## src/rtl/norm_arbiter.sv

```systemverilog
`default_nettype none
// +----------------------------------------------------------------------------+
// | Module      : normaliser, norm_arbiter                                     |
// | Description : Round-robin arbiter that shares one combinational FP         |
// |               normaliser between two producers (A, B) and registers the    |
// |               packed single-precision result with a source tag behind a    |
// |               valid/ready output stage. Keeps saturating per-source        |
// |               delivery counters.                                           |
// |               Normaliser operand format: mant is an unsigned magnitude     |
// |               whose bit 46 has weight 2^(exp_max-127) (so mant = 1<<46     |
// |               with exp_max = 127 is 1.0). Result is truncated; overflow    |
// |               gives infinity, underflow flushes to signed zero.            |
// | Revision    : 1.0 - initial release                                        |
// +----------------------------------------------------------------------------+

module normaliser (
   input  logic        sig,
   input  logic [7:0]  exp_max,
   input  logic [49:0] mant,
   input  logic        nan,
   input  logic        inf,
   output logic [31:0] res
);

   localparam logic [10:0] c_point = 11'd46;   // bit position of the unit weight
   localparam logic [10:0] c_emax  = 11'd255;

   logic [5:0]  w_lead;
   logic [5:0]  w_shamt;
   logic [49:0] w_shifted;
   logic [10:0] w_exp_sum;
   logic [22:0] w_frac;

   // Leading-one detection: last hit wins, giving the MSB position.
   always_comb begin
      w_lead = 6'd0;
      for (int i = 0; i < 50; i++) begin
         if (mant[i]) w_lead = 6'(i);
      end
   end

   assign w_shamt   = 6'd49 - w_lead;
   assign w_shifted = mant << w_shamt;
   assign w_frac    = 23'(w_shifted >> 26);
   assign w_exp_sum = {3'b000, exp_max} + {5'b00000, w_lead};

   // Special cases first, then overflow/underflow, then the normal pack.
   always_comb begin
      res = {sig, 31'd0};
      if (nan) begin
         res = 32'h7FFF_FFFF;
      end else if (inf) begin
         res = {sig, 8'hFF, 23'd0};
      end else if (mant == 50'd0) begin
         res = {sig, 31'd0};
      end else if (w_exp_sum >= (c_emax + c_point)) begin
         res = {sig, 8'hFF, 23'd0};
      end else if (w_exp_sum <= c_point) begin
         res = {sig, 31'd0};
      end else begin
         res = {sig, 8'(w_exp_sum - c_point), w_frac};
      end
   end

endmodule

module norm_arbiter #(
   parameter int CNT_W = 16
) (
   input  logic             clk,
   input  logic             rst_n,
   input  logic             a_valid,
   output logic             a_ready,
   input  logic             a_sig,
   input  logic [7:0]       a_exp_max,
   input  logic [49:0]      a_mant,
   input  logic             a_nan,
   input  logic             a_inf,
   input  logic             b_valid,
   output logic             b_ready,
   input  logic             b_sig,
   input  logic [7:0]       b_exp_max,
   input  logic [49:0]      b_mant,
   input  logic             b_nan,
   input  logic             b_inf,
   output logic             out_valid,
   input  logic             out_ready,
   output logic [31:0]      out_res,
   output logic             out_src,
   output logic [CNT_W-1:0] cnt_a,
   output logic [CNT_W-1:0] cnt_b
);

   logic             r_pri;
   logic             r_out_valid;
   logic [31:0]      r_out_res;
   logic             r_out_src;
   logic [CNT_W-1:0] r_cnt_a;
   logic [CNT_W-1:0] r_cnt_b;

   logic        w_slot_free;
   logic        w_grant_a;
   logic        w_grant_b;
   logic        w_acc_a;
   logic        w_acc_b;
   logic        w_deliver;
   logic        w_n_sig;
   logic [7:0]  w_n_exp;
   logic [49:0] w_n_mant;
   logic        w_n_nan;
   logic        w_n_inf;
   logic [31:0] w_n_res;

   // Grant: a lone requester wins; on contention r_pri decides (0 = A).
   assign w_slot_free = ~r_out_valid | out_ready;
   assign w_grant_a   = a_valid & (~b_valid | ~r_pri);
   assign w_grant_b   = b_valid & (~a_valid |  r_pri);
   // rst_n gating keeps both readies low while reset is held.
   assign a_ready     = w_grant_a & w_slot_free & rst_n;
   assign b_ready     = w_grant_b & w_slot_free & rst_n;
   assign w_acc_a     = a_valid & a_ready;
   assign w_acc_b     = b_valid & b_ready;
   assign w_deliver   = r_out_valid & out_ready;

   // Operand mux: B only when B is granted, A otherwise (including idle).
   assign w_n_sig  = w_grant_b ? b_sig     : a_sig;
   assign w_n_exp  = w_grant_b ? b_exp_max : a_exp_max;
   assign w_n_mant = w_grant_b ? b_mant    : a_mant;
   assign w_n_nan  = w_grant_b ? b_nan     : a_nan;
   assign w_n_inf  = w_grant_b ? b_inf     : a_inf;

   normaliser u_norm (
      .sig     (w_n_sig),
      .exp_max (w_n_exp),
      .mant    (w_n_mant),
      .nan     (w_n_nan),
      .inf     (w_n_inf),
      .res     (w_n_res)
   );

   // Output register and round-robin pointer; an accept overrides a delivery.
   always_ff @(posedge clk or negedge rst_n) begin
      if (!rst_n) begin
         r_pri       <= 1'b0;
         r_out_valid <= 1'b0;
         r_out_res   <= 32'd0;
         r_out_src   <= 1'b0;
      end else if (w_acc_a | w_acc_b) begin
         r_out_valid <= 1'b1;
         r_out_res   <= w_n_res;
         r_out_src   <= w_acc_b;
         r_pri       <= ~w_acc_b;
      end else if (w_deliver) begin
         r_out_valid <= 1'b0;
      end
   end

   // Saturating delivery counters, selected by the tag of the delivered result.
   always_ff @(posedge clk or negedge rst_n) begin
      if (!rst_n) begin
         r_cnt_a <= '0;
         r_cnt_b <= '0;
      end else if (w_deliver) begin
         if (!r_out_src && (r_cnt_a != '1)) r_cnt_a <= r_cnt_a + 1'b1;
         if ( r_out_src && (r_cnt_b != '1)) r_cnt_b <= r_cnt_b + 1'b1;
      end
   end

   assign out_valid = r_out_valid;
   assign out_res   = r_out_res;
   assign out_src   = r_out_src;
   assign cnt_a     = r_cnt_a;
   assign cnt_b     = r_cnt_b;

endmodule
`default_nettype wire
```

## config.mk

```make
export PLATFORM = sky130hd
export DESIGN_NAME = norm_arbiter
export DESIGN_NICKNAME = d
export VERILOG_FILES = /design/src/rtl/norm_arbiter.sv
export SDC_FILE = /design/constraint.sdc
export NUM_CORES = 1
export LEC_CHECK = 0
export CAP_MARGIN = 25
export CORE_MARGIN = 5
export CORE_UTILIZATION = 45
export DETAILED_ROUTE_END_ITERATION = 7
export HOLD_SLACK_MARGIN = 0.03
export PLACE_DENSITY_LB_ADDON = 0.1
export SETUP_SLACK_MARGIN = 0.02
export SLEW_MARGIN = 0
export SYNTH_ARGS = -nofsm -noshare
export SYNTH_HDL_FRONTEND = slang
export SYNTH_SLANG_ARGS = --single-unit
```

## constraint.sdc

```tcl
create_clock -name clk -period 7.61 [get_ports clk]
set_clock_uncertainty 0.1 [all_clocks]
set_input_delay 1.522 -clock clk [delete_from_list [all_inputs] [get_ports clk]]
set_output_delay 1.522 -clock clk [all_outputs]
set_load 0.1 [all_outputs]
```

==> reports/results.ini <==
[critical_path]
crit_end = out_res[0]
required_ns = 7.73
cp-end-kind = flop
reg2reg_slack_ns = 1.73
worst_setup_path_start_kind = input port
r2r-end = out_res[0]
regToRegStartpoint = r_pri
critPathLaunch = b_valid
critPathMaxFanout = 42
path_class = input port to flop
cp.arrival_ns = 7.36
r2r_cells = 21

[hold_path]
hold_class = flop to flop

[timing]
rsz0062_at_grt = no
hold_viol = 0
max_slew_margin_pct = 24.8
tightestPinTransition_ns = 1.12
finalSetupViolations = 0
period_needed_ns = 7.24
fin_crit_sh_pct = 95.2
slew_violations = 0
max_freq_ghz = 0.138
fin_setup_tns_ns = 0

[clocking]
tritoncts = built
clock_sinks = 67
cts_buffers = 9
clock_latency_ns = 0.33
post_cts.repair.setup_buffers = 0
cts_root_buf = clkbuf_16
clockBufferDepth = 2
cts-htree-levels = 3
clk_pin_slew_ns = 0.06

[final_layout]
drive_gt1_share_pct = 9.31
n_antenna_cell = 0
syn_to_final_growth_pct = 29.7
final_area_um2 = 11000
final_nets = 1402

[pwr]
peakVddDrop_uv = 144
power_density_nw_per_um2 = 290
p_leak_uw = 0.00438

[routing]
wirelength_um = 33300
first_pass_iters = 7
post-route-drc-count = 0
via_count = 9755
drt-vias-per-instance = 6.50
post_drt_wl_per_cell_um = 22.2
drt_iter0_markers = 1002
ant_nets = 0

[floorplanning]
die_w_um = 147
pin_count = 195
core_um2 = 18600
design.die.area_um2 = 21600
num_rows = 50
start_util_pct = 45.5
die_h_um = 147

[global_routing]
met2_usage_pct = 45.3
met3_usage_pct = 4.04
grt_busiest_layer = met2
grtUsageMet1_pct = 43.2
antenna_found_initial = 0
gr-total-overflow = 0
track_usage_pct = 29.2
grt_pass1_vias = 9006
grt_max_degree = 70
grt_pass1_wl_um = 51200

[synth]
synthArstFlopShare_pct = 100
syn_avg_cell_area_um2 = 7.76
ys_top_cells_by_area = dfrtp_1 20%, mux2i_1 7.5%, mux4_2 6.9%, nand2_1 6.4%, a21oi_1 5.1%
synth_commonest_cells = 144 x nand2_1, 114 x nor2_1, 87 x a21oi_1
synth.most_common_cell = nand2_1
synth_cell_types = 91
synth.net_count = 1228
synth-edff-count = 0
ys_seq_area_share_pct = 19.8
synth_cells = 1089
syn-cell-area_um2 = 8460
synth_ff_type = dfrtp_1
synth-warning-count = 0
ys_ff_latch = 67
yosys.area.top_type = dfrtp_1
synth_top_area_share_pct = 19.8

[placement]
place_congestion = 1.03
place_area_um2 = 10600
port_buffers = 194
hpwlAfterDp_um = 26400

[flow_run]
max-cap-violations = 0

[run_status]
outcome = complete, no violations

==> kinds of logic (layout without fill, tap and decap cells) <==
kind of cell / count (synthesis) / count (layout) / synth area share (%)
flops: 67 / 67 / 19.8
xor+xnor: 44 / 44 / 4.74
compound gates: 323 / 323 / 26.3
fa+ha+maj: 12 / 12 / 1.86
simple gates: 440 / 440 / 24.9
mux: 108 / 108 / 17.3
buf+inv: 95 / 273 / 5.09
==> placed cells by master, fill, tap and decap left out, drive strengths merged, types with 7 or more instances in the layout <==
cell type / netlist / final
a2111oi: 8 / 8
a211oi: 23 / 23
a21o: 10 / 10
a21oi: 87 / 87
a221oi: 15 / 15
a22o: 7 / 7
a22oi: 9 / 9
a31oi: 11 / 11
and2: 16 / 16
and3: 18 / 18
buf: 41 / 31
clkbuf: 21 / 10
clkdlybuf4s50: 0 / 193
dfrtp: 67 / 67
ha: 11 / 11
inv: 32 / 33
mux2: 17 / 17
mux2i: 63 / 63
mux4: 28 / 28
nand2: 145 / 145
nand2b: 8 / 8
nand3: 28 / 28
nand4: 11 / 11
nor2: 115 / 115
nor2b: 10 / 10
nor3: 29 / 29
nor4: 27 / 27
o211ai: 8 / 8
o21ai: 53 / 53
o22ai: 14 / 14
o31ai: 8 / 8
or4: 9 / 9
xnor2: 32 / 32
xor2: 12 / 12
==> final cells by class <==
type                    instances  area (um^2)
fillers                      1769         7610
multi-input cells             927         6380
repair buffers                225         2180
flip-flops and latches         67         1680
well taps                     234          293
clock buffers                   9          225
inverters                      33          124
clock inverters                 6         90.1
==> how the worst min path moves through the flow <==
| stage | start | end | slack, ns | cells past startpoint |
|---|---|---|---|---|
| 6_report | cnt_b[9] | cnt_b[9] | 0.39 | 1 |
| 5_1_grt | cnt_a[14] | cnt_a[14] | 0.42 | 1 |
| 4_1_cts | cnt_b[9] | cnt_b[9] | 0.39 | 1 |
| 3_5_place_dp | cnt_b[9] | cnt_b[9] | 0.38 | 1 |
| 3_3_place_gp | cnt_b[9] | cnt_b[9] | 0.37 | 1 |
| 2_1_floorplan | r_pri | r_pri | 0.44 | 2 |
==> per-stage QoR <==
| stage | instances | worst slack (ns) | utilization, % | total power (uW) | hold WS [ns] |
|---|---|---|---|---|---|
| 4_1_cts | 1500 | 0.495 | 59.0 | 3150 | 0.392 |
| 5_1_grt | 1501 | 0.0250 | 59.0 | 3320 | 0.423 |
| 3_5_place_dp | 1485 | 0.159 | 57.3 | 2700 | 0.384 |
| 2_1_floorplan | 1089 | 1.06 | - | 2090 | 0.436 |
| 6_report | 1501 | 0.368 | 59.0 | 3180 | 0.388 |
| 3_3_place_gp | 1485 | 0.341 | 57.3 | 2700 | 0.372 |
==> flip-flops by register name (all words and copies together), names as in the netlist <==
name	flops
out_res	32
cnt_a	16
cnt_b	16
out_src	1
out_valid	1
r_pri	1
==> report_power, final <==
part	total [uW]	switching [uW]	internal [uW]
sequential	542	87.6	454
clock	443	157	286
combinational	2190	1530	666
==> critical path, cell delays in order <==
cell and delay, ns:
clkdlybuf4s50_1 0.81, nand2_4 0.26, buf_12 0.26, o32a_1 0.41, o21ai_0 0.13, nor2b_2 0.29, a21o_2 0.15, inv_2 0.04
ha_1 0.22, fa_1 0.40, a21o_1 0.20, a21oi_1 0.25, xnor2_1 0.26, a21oi_1 0.16, nor3b_1 0.29, o31a_1 0.31
and3b_1 0.38, nand2_1 0.28, nand2_1 0.35, o21ai_0 0.13, a221oi_1 0.24
==> timing repair <==
| action | 4_1_cts | 5_1_grt |
|---|---|---|
| endpoints found under the setup margin | 0 | 9 |
| endpoints found under the hold margin | 0 | 0 |
| resized for setup | 0 | 2 |
| hold buffers | 0 | 0 |
==> metal layers <==
metal / share of wire (%) / up-vias
li1: - / 4505
met1: 44 / 4644
met2: 45 / 545
met3: 9.2 / 61
met4: 2.0 / 0
met5: 0 / -
Power figures use the tool's default switching activity.
